==> src/rtl/octree_rom_arbiter_if.sv <==
// Core-side request/return bundle and ROM-side port of the octree ROM arbiter.
interface octree_rom_arbiter_if #(
  parameter int unsigned NUM_CORES = 4,
  parameter int unsigned ADDR_W    = 32,
  parameter int unsigned DATA_W    = 32
);
  logic [NUM_CORES-1:0]        core_ren;
  logic [NUM_CORES*ADDR_W-1:0] core_addr;
  logic [NUM_CORES*DATA_W-1:0] core_node;
  logic [NUM_CORES-1:0]        core_rsp_valid;
  logic                        rom_ren;
  logic [ADDR_W-1:0]           rom_addr;
  logic [DATA_W-1:0]           rom_dout;
  logic [NUM_CORES-1:0]        grant;
  logic                        idle;

  // Cores and ROM side.
  modport master (
    output core_ren, core_addr, rom_dout,
    input  core_node, core_rsp_valid, rom_ren, rom_addr, grant, idle
  );

  // Arbiter side.
  modport slave (
    input  core_ren, core_addr, rom_dout,
    output core_node, core_rsp_valid, rom_ren, rom_addr, grant, idle
  );
endinterface

==> src/rtl/octree_rom_arbiter.sv <==
// Round-robin sharing of one fixed-latency octree node ROM among NUM_CORES
// ray cores; a core tag rides a shift pipeline to steer each return.
module octree_rom_arbiter #(
  parameter int unsigned NUM_CORES   = 4,
  parameter int unsigned ADDR_W      = 32,
  parameter int unsigned DATA_W      = 32,
  parameter int unsigned ROM_LATENCY = 1
) (
  input  logic                 clk,
  input  logic                 reset_n,
  input  logic                 en,
  octree_rom_arbiter_if.slave  bus
);
  localparam int unsigned ID_W   = (NUM_CORES > 1) ? $clog2(NUM_CORES) : 1;
  localparam int unsigned TAG_W  = ID_W + 1;
  localparam int unsigned PIPE_W = ROM_LATENCY * TAG_W;

  typedef struct packed {
    logic            valid;
    logic [ID_W-1:0] id;
  } tag_t;

  logic [ID_W-1:0]             rr_ptr;
  logic [NUM_CORES-1:0]        inflight;
  logic [PIPE_W-1:0]           tag_pipe;
  logic [NUM_CORES*DATA_W-1:0] node_q;
  logic [NUM_CORES*DATA_W-1:0] node_d;
  logic [NUM_CORES-1:0]        rsp_q;

  logic [NUM_CORES-1:0]   eligible;
  logic [ID_W-1:0]        cand;
  logic [ID_W-1:0]        win_id;
  logic                   win_found;
  logic                   do_grant;
  logic [NUM_CORES-1:0]   grant_c;
  logic [ADDR_W-1:0]      rom_addr_c;
  logic [ROM_LATENCY-1:0] stage_valid;
  logic                   pipe_busy;
  tag_t                   new_tag;
  tag_t                   head;
  logic [NUM_CORES-1:0]   ret_onehot;
  logic [ID_W-1:0]        next_ptr;

  assign eligible = bus.core_ren & ~inflight;

  // First eligible core scanning upward from rr_ptr with wraparound.
  always_comb begin
    win_found = 1'b0;
    win_id    = '0;
    cand      = '0;
    for (int unsigned k = 0; k < NUM_CORES; k++) begin
      cand = ID_W'((32'(rr_ptr) + k) % NUM_CORES);
      if (!win_found && eligible[cand]) begin
        win_found = 1'b1;
        win_id    = cand;
      end
    end
  end

  assign do_grant   = en & win_found;
  assign grant_c    = do_grant ? (NUM_CORES'(1) << win_id) : '0;
  assign rom_addr_c = do_grant ? ADDR_W'(bus.core_addr >> (32'(win_id) * ADDR_W)) : '0;
  assign next_ptr   = ID_W'((32'(win_id) + 1) % NUM_CORES);

  assign new_tag.valid = do_grant;
  assign new_tag.id    = win_id;
  assign head          = tag_t'(tag_pipe[PIPE_W-1 -: TAG_W]);
  assign ret_onehot    = head.valid ? (NUM_CORES'(1) << head.id) : '0;

  // Valid bit of every pipeline stage, for the idle indication.
  for (genvar s = 0; s < ROM_LATENCY; s++) begin : g_stage
    assign stage_valid[s] = tag_pipe[s*TAG_W + TAG_W - 1];
  end
  assign pipe_busy = |stage_valid;

  // Steer the ROM word into the slot of the core named by the head tag.
  for (genvar i = 0; i < NUM_CORES; i++) begin : g_node
    assign node_d[i*DATA_W +: DATA_W] = ret_onehot[i] ? bus.rom_dout
                                                      : node_q[i*DATA_W +: DATA_W];
  end

  // Pointer, in-flight flags, tag pipeline and per-core return registers.
  always_ff @(posedge clk or negedge reset_n) begin
    if (!reset_n) begin
      rr_ptr   <= '0;
      inflight <= '0;
      tag_pipe <= '0;
      node_q   <= '0;
      rsp_q    <= '0;
    end else begin
      tag_pipe <= (tag_pipe << TAG_W) | PIPE_W'(new_tag);
      node_q   <= node_d;
      rsp_q    <= ret_onehot;
      inflight <= (inflight & ~rsp_q) | grant_c;
      if (do_grant) begin
        rr_ptr <= next_ptr;
      end
    end
  end

  assign bus.grant          = grant_c;
  assign bus.rom_ren        = do_grant;
  assign bus.rom_addr       = rom_addr_c;
  assign bus.core_node      = node_q;
  assign bus.core_rsp_valid = rsp_q;
  assign bus.idle           = ~pipe_busy & ~do_grant;

endmodule

==> src/flat_wrapper.sv <==
// flat-port wrapper written by rule: the top's interface ports become plain ports
module octree_rom_arbiter_flat 
#(
  parameter int unsigned NUM_CORES   = 4,
  parameter int unsigned ADDR_W      = 32,
  parameter int unsigned DATA_W      = 32,
  parameter int unsigned ROM_LATENCY = 1
)
  (clk, reset_n, en, bus_core_ren, bus_core_addr, bus_rom_dout, bus_core_node, bus_core_rsp_valid, bus_rom_ren, bus_rom_addr, bus_grant, bus_idle);
  octree_rom_arbiter_if #(.NUM_CORES(NUM_CORES), .ADDR_W(ADDR_W), .DATA_W(DATA_W)) bus_i ();
  input  logic clk;
  input  logic reset_n;
  input  logic en;
  input wire logic [$bits(bus_i.core_ren)-1:0] bus_core_ren;
  input wire logic [$bits(bus_i.core_addr)-1:0] bus_core_addr;
  input wire logic [$bits(bus_i.rom_dout)-1:0] bus_rom_dout;
  output wire logic [$bits(bus_i.core_node)-1:0] bus_core_node;
  output wire logic [$bits(bus_i.core_rsp_valid)-1:0] bus_core_rsp_valid;
  output wire logic [$bits(bus_i.rom_ren)-1:0] bus_rom_ren;
  output wire logic [$bits(bus_i.rom_addr)-1:0] bus_rom_addr;
  output wire logic [$bits(bus_i.grant)-1:0] bus_grant;
  output wire logic [$bits(bus_i.idle)-1:0] bus_idle;
  assign bus_i.core_ren = bus_core_ren;
  assign bus_i.core_addr = bus_core_addr;
  assign bus_i.rom_dout = bus_rom_dout;
  assign bus_core_node = bus_i.core_node;
  assign bus_core_rsp_valid = bus_i.core_rsp_valid;
  assign bus_rom_ren = bus_i.rom_ren;
  assign bus_rom_addr = bus_i.rom_addr;
  assign bus_grant = bus_i.grant;
  assign bus_idle = bus_i.idle;
  octree_rom_arbiter #(.NUM_CORES(NUM_CORES), .ADDR_W(ADDR_W), .DATA_W(DATA_W), .ROM_LATENCY(ROM_LATENCY)) u_core (.clk(clk), .reset_n(reset_n), .en(en), .bus(bus_i));
endmodule
==> config.mk <==
export PLATFORM = sky130hd
export DESIGN_NAME = octree_rom_arbiter_flat
export DESIGN_NICKNAME = d
export VERILOG_FILES = /design/src/rtl/octree_rom_arbiter_if.sv /design/src/rtl/octree_rom_arbiter.sv /design/src/flat_wrapper.sv
export SDC_FILE = /design/constraint.sdc
export NUM_CORES = 1
export LEC_CHECK = 0
export BUFFER_PORTS_ARGS = -buffer_cell sky130_fd_sc_hd__buf_2
export CORE_AREA = 5 5 129 131
export DETAILED_ROUTE_END_ITERATION = 10
export DIE_AREA = 0 0 134 136
export HOLD_SLACK_MARGIN = 0.02
export PLACE_DENSITY = 0.84
export SETUP_SLACK_MARGIN = 0.1
export SKIP_CTS_REPAIR_TIMING = 1
export SLEW_MARGIN = 20
export SYNTH_ARGS = -nofsm -noshare
export SYNTH_HDL_FRONTEND = slang
export SYNTH_SLANG_ARGS = --single-unit
export TNS_END_PERCENT = 10
==> constraint.sdc <==
create_clock -name clk -period 6.5 [get_ports clk]
set_clock_uncertainty 0.2 [all_clocks]
set_input_delay 1.3 -clock clk [delete_from_list [all_inputs] [get_ports clk]]
set_output_delay 1.3 -clock clk [all_outputs]
set_load 0.01 [all_outputs]
==> results of run 1 <==
==> synthesized netlist by cell type (2+ instances only) <==
cell type,number
sky130_fd_sc_hd__buf_1,2
sky130_fd_sc_hd__buf_12,4
sky130_fd_sc_hd__buf_2,6
sky130_fd_sc_hd__buf_6,5
sky130_fd_sc_hd__buf_8,3
sky130_fd_sc_hd__clkbuf_1,13
sky130_fd_sc_hd__dfrtp_1,141
sky130_fd_sc_hd__inv_1,8
sky130_fd_sc_hd__mux2_2,64
sky130_fd_sc_hd__mux2i_1,64
sky130_fd_sc_hd__nand2_1,195
sky130_fd_sc_hd__nand2b_1,3
sky130_fd_sc_hd__nand3b_1,2
sky130_fd_sc_hd__nor2_1,6
sky130_fd_sc_hd__o22ai_1,4
sky130_fd_sc_hd__o22ai_2,32
==> power groups by stage <==
stage                     combinational (W)  clock [W]  sequential [W]
after detailed placement            0.00197          0         0.00154
after CTS                           0.00198    0.00102         0.00154
after floorplan                     0.00103          0         0.00172
after global placement              0.00192          0         0.00152
final                               0.00196    0.00100         0.00155
after global routing                0.00211    0.00107         0.00160
==> metal layers <==
metal	GRT usage [%]	part of all wire, %	vias to the layer above
met3	8.99	9.4	38
met2	44.0	53	308
met4	9.77	3.6	0
met5	0	0	-
li1	-	-	2571
met1	25.4	34	2760
==> critical path: stages <==
cell and delay (ps):
sky130_fd_sc_hd__buf_2 90, sky130_fd_sc_hd__nor2b_2 170, sky130_fd_sc_hd__a21bo_1 220, sky130_fd_sc_hd__a211oi_4 410, sky130_fd_sc_hd__buf_12 420, sky130_fd_sc_hd__mux2i_1 440
sky130_fd_sc_hd__o22ai_2 120, sky130_fd_sc_hd__buf_2 190
==> how the worst max path moves through the flow <==
stage                             to  slack [ps]  cells past startpoint
finish              bus_rom_addr[29]        1560                      8
global route        bus_rom_addr[29]        1470                      8
CTS                 bus_rom_addr[29]        1560                      8
detailed placement  bus_rom_addr[29]        1550                      8
global placement    bus_rom_addr[29]        1570                      8
floorplan           bus_rom_addr[10]        2430                      7
==> through the flow <==
stage          utilization (%)  area (µm²)  cells  total power (W)
4_1_cts                   57.6        8910   1103          0.00454
3_3_place_gp              53.5        8290   1071          0.00344
3_5_place_dp              53.5        8290   1071          0.00351
2_1_floorplan                -        6560    571          0.00275
6_report                  57.6        8920   1103          0.00451
5_1_grt                   57.6        8920   1103          0.00478
==> flip-flops by register name, summed over array words and instances, names as in the netlist <==
name	flops
u_core.rr_ptr	2
u_core.bus.core_node	128
u_core.head	3
u_core.bus.core_rsp_valid	4
u_core.inflight	4
==> logic make-up (layout without fill, tap and decap cells) <==
logic type / after synthesis / in the layout / synth area share (%)
and+or+nand+nor: 214 / 214 / 13.0
DFF: 141 / 141 / 53.8
muxes: 128 / 128 / 20.7
AOI/OAI and AO/OA: 45 / 45 / 7.78
buffers and inverters: 42 / 382 / 4.59
xor gates and xnor gates: 1 / 1 / 0.133
==> area by class of cell <==
| type | count | area (µm²) |
|---|---|---|
| multi-input combinational | 388 | 2750 |
| clock inverter | 15 | 198 |
| clock buffer | 17 | 425 |
| inverter | 9 | 33.8 |
| sequential | 141 | 3530 |
| timing repair buffer | 341 | 1740 |
| fill | 1315 | 6570 |
| tap | 192 | 240 |
==> reports/metrics.yaml, run 1 <==
pwr:
  power_density_nw_per_um2: 506
  power.combinational.fraction_pct: 43.4
  power.internal_w: 0.00276
  total_switching_power_w: 0.00175
  power_frac_clock_pct: 22.2
  power.share.sequential_pct: 34.4
  ir_worst_vdd_v: 0.000350
  switching_share_pct: 38.8
  p_leak_nw: 4.63
clock_tree:
  cts-root-to-sink-buffers: 2
  tritoncts_clock_tree: "done"
  clock_tree.htree_level_count: 4
  clock_latency_ps: 410
  clockRootBuffer: "sky130_fd_sc_hd__clkbuf_16"
  clkTransAtPathRegs_ps: 60
  clock_sink_count: 141
  numCtsBuffers: 17
yosys:
  synth_largest_type_area_fraction_pct: 53.8
  synth.yosys.warnings: 0
  synth_cell_types: 35
  avg_synthesized_cell_area_um2: 11.5
  synth_sequential_area_ratio_pct: 53.8
  synth_cells: 571
  syn-num-nets: 738
  ffs_latches_synth: 141
  postSynth.asyncResetShare_pct: 100
  postSynth.topFlopCell: "sky130_fd_sc_hd__dfrtp_1"
  netlist.top_cell.by_area: "sky130_fd_sc_hd__dfrtp_1"
  synth-edff-count: 0
  synth.cell_area_um2: 6560
  synth.top_cells.by_area: "sky130_fd_sc_hd__dfrtp_1, sky130_fd_sc_hd__nand2_1, sky130_fd_sc_hd__mux2_2, sky130_fd_sc_hd__mux2i_1, sky130_fd_sc_hd__o22ai_2"
setup_path:
  r2r-end: "u_core.bus.core_node[74]"
  setup.reg_to_reg.worst_slack_ps: 3890
  setup.worst_path.class: "in2out"
  worst_r2r_path_depth: 5
  critical_path_start: "bus_core_ren[0]"
  critical_path.startpoint_type: "primary input"
  critPathRequiredTime_ps: 5000
  cp_max_fo: 68
  regToRegStartpoint: "u_core.head[0]"
  worst_setup_path_end_kind: "output port"
  cp_data_arrival_time_ps: 3440
worst_hold_path:
  holdPathEnd: "u_core.inflight[3]"
  hold_depth: 1
  hold_path_class: "reg2reg"
  min_from: "u_core.bus.core_rsp_valid[3]"
grt:
  grt_start_max_net_pins: 86
  grt_pass1_vias: 5921
  grt_pass1_wl_um: 33900
  global_route.overflow_total: 0
  groute.usage.overall_pct: 24.2
  grt_antenna_before_repair: 0
die:
  floorplan.core_area_um2: 15500
  fp-row-count: 46
  die-height_um: 136
  initial_util_pct: 42.4
  die_w_um: 134
  ios: 337
  fp.dieArea_um2: 18200
flow_run:
  max-cap-violations: 0
timing:
  grt_setup_unrepaired: "no"
  timing.slew.headroom_pct: 27.9
  timing.final.crit_period_ps: 4940
  tightestPinTransition_ps: 1080
  final.period_utilization_pct: 75.9
  finalSetupTns_ps: 0
  timing.final.max_slew_violations: 0
  report.final.hold_viol_count: 0
  hold_slack_ps: 259
  timing.final.setup_violations: 0
  max_freq_mhz: 203
  post-route-worst-setup-slack_ps: 1560
layout:
  post_route_cells_drive_above_1_share_pct: 52.7
  mostFrequentLayoutCells: "sky130_fd_sc_hd__buf_2, sky130_fd_sc_hd__nand2_1, sky130_fd_sc_hd__dfrtp_1, sky130_fd_sc_hd__mux2i_1, sky130_fd_sc_hd__mux2_2"
  layout_commonest_cell: "sky130_fd_sc_hd__buf_2"
  synthToLayoutAreaGrowth_pct: 35.8
  insertedDiodeCount: 0
  nNetsFinal: 1065
route:
  detail-route-antenna-nets: 0
  drt_iter0_drc: 295
  wirelength_um: 22300
  vias: 5677
  drc: 0
  wl_per_cell_um: 20.2
  drtPass1Iterations: 5
  vias_per_cell: 5.15
placement:
  io_buffers: 336
  preCtsSetupSlack_ps: 1550
  gp_congestion: 0.889
  place_hpwl_um: 16700
outcome:
  status: "finished clean"
Note: power is estimated with default switching activity, not from simulation.
==> run 2, diff against run 1 <==
ABC_AREA = 1   (was default)
CORE_AREA = default   (was 5 5 129 131)
CORE_ASPECT_RATIO = 0.9   (was default)
CORE_MARGIN = 5   (was default)
CORE_UTILIZATION = 42   (was default)
DIE_AREA = default   (was 0 0 134 136)
PLACE_DENSITY = 0.85   (was 0.84)
clock period = 4.09 ns   (was 6.5 ns; I/O delays follow)
==> reports/metrics.yaml, run 2 <==
yosys:
  netlist.top_cell.by_area: "sky130_fd_sc_hd__dfrtp_1"
  synth_sequential_area_ratio_pct: 52.2  # -1.5 points
  synth.top_cells.by_area: "sky130_fd_sc_hd__dfrtp_1, sky130_fd_sc_hd__nand2_1, sky130_fd_sc_hd__o21ai_0, sky130_fd_sc_hd__nand3_1, sky130_fd_sc_hd__inv_1"
  dominant_combinational_cell_family_by_area_after_synthesis: "simple AND/OR/NAND/NOR gates"
  synth_cell_types: 23  # -34%
  yosys.cell_count.top_type: "sky130_fd_sc_hd__nand2_1"
  synth-edff-count: 0  # unchanged
  postSynth.asyncResetShare_pct: 100  # unchanged
  synth_cells: 862  # +51%
  synth-simple-area-share_pct: 27.0  # +14 points
  synth-adder-area-share_pct: 0  # unchanged
  share_of_the_synthesized_area_in_compound_gates_ao_oa_aoi_oai_pct: 12.9  # +5.1 points
  postSynth.topFlopCell: "sky130_fd_sc_hd__dfrtp_1"
  synth.area.mux_share_pct: 0  # -21 points
  ffs_latches_synth: 141  # unchanged
  synth.yosys.warnings: 0  # unchanged
  syn-num-nets: 1029  # +39%
  synthTopCellsByCount: "sky130_fd_sc_hd__nand2_1, sky130_fd_sc_hd__dfrtp_1, sky130_fd_sc_hd__o21ai_0"
  avg_synthesized_cell_area_um2: 7.84  # -32%
  area_share_of_xor_xnor_cells_in_the_synthesized_design_pct: 0  # -0.13 points
  synth_largest_type_area_fraction_pct: 52.2  # -1.5 points
  synth.cell_area_um2: 6760  # +3.0%
grt:
  grt_antenna_before_repair: 1  # +1
  grt_pass1_wl_um: 33300  # -1.5%
  global_route.overflow_total: 0  # unchanged
  grt_start_max_net_pins: 88  # +2.3%
  grt_pass1_vias: 6615  # +12%
  groute.usage.overall_pct: 22.6  # -1.6 points
placement:
  io_buffers: 336  # unchanged
  gp_congestion: 0.974  # +9.6%
  preCtsSetupSlack_ps: 332  # -1220 ps
  place_hpwl_um: 16100  # -3.4%
  placed_instance_count: 1358  # +27%
timing:
  timing.slew.headroom_pct: 33.7  # +5.9 points
  timing.final.crit_period_ps: 3760
  post-route-worst-setup-slack_ps: 330  # -1240 ps
  tightestPinTransition_ps: 992  # -82.8 ps
  final.period_utilization_pct: 91.9
  finalSetupTns_ps: 0  # unchanged
  report.final.hold_viol_count: 0  # unchanged
  timing.final.max_slew_violations: 0  # unchanged
  max_freq_mhz: 266
  grt_setup_unrepaired: "no"
  timing.final.setup_violations: 0  # unchanged
route:
  wl_per_cell_um: 15.9  # -21%
  wirelength_um: 22200  # -0.24%
  detail-route-antenna-nets: 0  # unchanged
  vias: 7025  # +24%
  drt_iter0_drc: 434  # +47%
  vias_per_cell: 5.04  # -2.1%
  drtPass1Iterations: 6  # +1
  drc: 0  # unchanged
setup_path:
  worst_r2r_path_depth: 14  # +9
  regToRegStartpoint: "u_core.rr_ptr[0]"
  setup.reg_to_reg.worst_slack_ps: 1750  # -2140 ps
  worst_setup_path_end_kind: "output port"
  critical_path.startpoint_type: "flop"
  r2r-end: "u_core.inflight[2]"
  crit_path_max_incr_delay_ps: 490  # +50 ps
  cp_data_arrival_time_ps: 2740  # -700 ps
  worst_path_max_delay_cell: "sky130_fd_sc_hd__dfrtp_2"
  cp_num_buf_inv: 3  # unchanged
  setup.worst_path.class: "reg2out"
  critical_path.top_delay_family: "simple AND/OR/NAND/NOR gates"
  timing.critical_path.cells: "inv_4, nand2_1, nand2_2, nand3_2, nand2_2, nor2_2, nor2_2, nand2_2, nand2_2, buf_12, nand2_1, nand2_1, nand2_1, a21oi_1, buf_2"
  cp_max_fo: 34  # -50%
  critPathRequiredTime_ps: 3070  # -1930 ps
clock_tree:
  cts-root-to-sink-buffers: 2  # unchanged
  numCtsBuffers: 17  # unchanged
  clock_tree.htree_level_count: 4  # unchanged
  clkTransAtPathRegs_ps: 60  # about the same
  clock_latency_ps: 410  # about the same
  clock_sink_count: 141  # unchanged
  tritoncts_clock_tree: "done"
  clockRootBuffer: "sky130_fd_sc_hd__clkbuf_16"
layout:
  layout_commonest_cell: "sky130_fd_sc_hd__nand2_1"
  nFillCells: 1441  # +9.6%
  mostFrequentLayoutCells: "sky130_fd_sc_hd__nand2_1, sky130_fd_sc_hd__buf_2, sky130_fd_sc_hd__dfrtp_1, sky130_fd_sc_hd__o21ai_0, sky130_fd_sc_hd__nand3_1"
  number_of_flip_flops_under_the_largest_register_name: 128  # unchanged
  post_route_utilization_pct: 57.1  # -0.47 points
  insertedDiodeCount: 0  # unchanged
  post_route_cells_drive_above_1_share_pct: 34.5  # -18 points
  finish.cell_count_without_fillers: 1394  # +26%
  synthToLayoutAreaGrowth_pct: 34.9
  nNetsFinal: 1341  # +26%
die:
  die_w_um: 144  # +7.2%
  floorplan.core_area_um2: 16000  # +3.1%
  fp-row-count: 44  # -4.3%
  fp.dieArea_um2: 18700  # +2.8%
  initial_util_pct: 42.3  # -0.068 points
  ios: 337  # unchanged
  die-height_um: 130  # -4.2%
pwr:
  p_leak_nw: 5.22  # +13%
  power_frac_clock_pct: 16.8  # -5.4 points
  ir_worst_vdd_v: 0.000724  # +110%
  switching_share_pct: 47.3  # +8.5 points
  power.internal_w: 0.00478  # +73%
  power.combinational.fraction_pct: 55.7  # +12 points
  power.share.sequential_pct: 27.5  # -6.9 points
  power_density_nw_per_um2: 994  # +97%
  total_switching_power_w: 0.00429  # +140%
worst_hold_path:
  holdPathEnd: "u_core.inflight[2]"
  min_from: "u_core.bus.core_rsp_valid[2]"
  hold_depth: 1  # unchanged
  hold_path_class: "reg2reg"
flow_run:
  max-cap-violations: 0  # unchanged
outcome:
  status: "finished clean"
==> run 2: cell types whose count changed in the layout (fill, tap and decap cells not counted), sizes merged, moves of 3 or more <==
cell,before,now
nor3,1,4
nand2b,3,0
buf,341,349
o21ai,2,132
a21oi,1,33
nand3,1,81
nand2,196,351
inv,16,59
mux2,64,0
mux2i,64,0
o22ai,36,1
==> run 2: layer usage <==
layer | track usage (%) | part of all wire [%] | routed length [µm] | vias up
li1 | - | - | - | 3393
met1 | 25.8 | 37 | 8190 | 3225
met2 | 38.7 | 49 | 10900 | 349
met3 | 8.17 | 11 | 2390 | 56
met4 | 9.30 | 3.2 | 715 | 2
met5 | 0 | 0.059 | 13 | -
==> run 2: metrics by stage <==
| step | area, µm² | hold slack (ps) | power, W |
|---|---|---|---|
| after CTS | 9070 | 238 | 0.00900 |
| after detailed placement | 8480 | 231 | 0.00743 |
| final | 9120 | 233 | 0.00907 |
| after global placement | 8480 | 221 | 0.00733 |
| after floorplan | 6760 | 255 | 0.00579 |
| after global routing | 9120 | 272 | 0.00977 |
==> run 2: worst max path at each step <==
stage / depth (start not counted) / startpoint / end
floorplan: 11 / bus_core_ren[3] / bus_rom_addr[10]
global placement: 13 / bus_core_ren[3] / bus_rom_addr[6]
detailed placement: 13 / bus_core_ren[3] / bus_rom_addr[27]
CTS: 12 / u_core.rr_ptr[0] / bus_rom_addr[27]
global route: 14 / u_core.rr_ptr[1] / bus_rom_addr[6]
finish: 15 / u_core.rr_ptr[0] / bus_rom_addr[6]
==> run 2: power groups by stage <==
stage	Combinational, W	Sequential [W]	Clock, W
floorplan	0.00303	0.00276	0
global placement	0.00486	0.00247	0
detailed placement	0.00496	0.00247	0
CTS	0.00496	0.00249	0.00155
global route	0.00559	0.00257	0.00161
finish	0.00505	0.00250	0.00152
==> run 2: logic make-up (layout without fill, tap and decap cells) <==
kind of cell / Yosys count / after routing
buffers and inverters: 108 / 433
AND/OR/NAND/NOR: 446 / 446
flip-flops: 141 / 141
AO/OA/AOI/OAI: 167 / 167
==> run 2: area by class of cell <==
| type | count | area (µm²) | area share (%) |
|---|---|---|---|
| Clock buffer | 18 | 439 | 4.82 |
| Sequential cell | 141 | 3530 | 38.7 |
| Multi-Input combinational cell | 613 | 2700 | 29.6 |
| Clock inverter | 14 | 151 | 1.66 |
| Timing Repair Buffer | 349 | 1840 | 20.2 |
| Inverter | 52 | 203 | 2.22 |
| Tap cell | 207 | 259 | 2.84 |
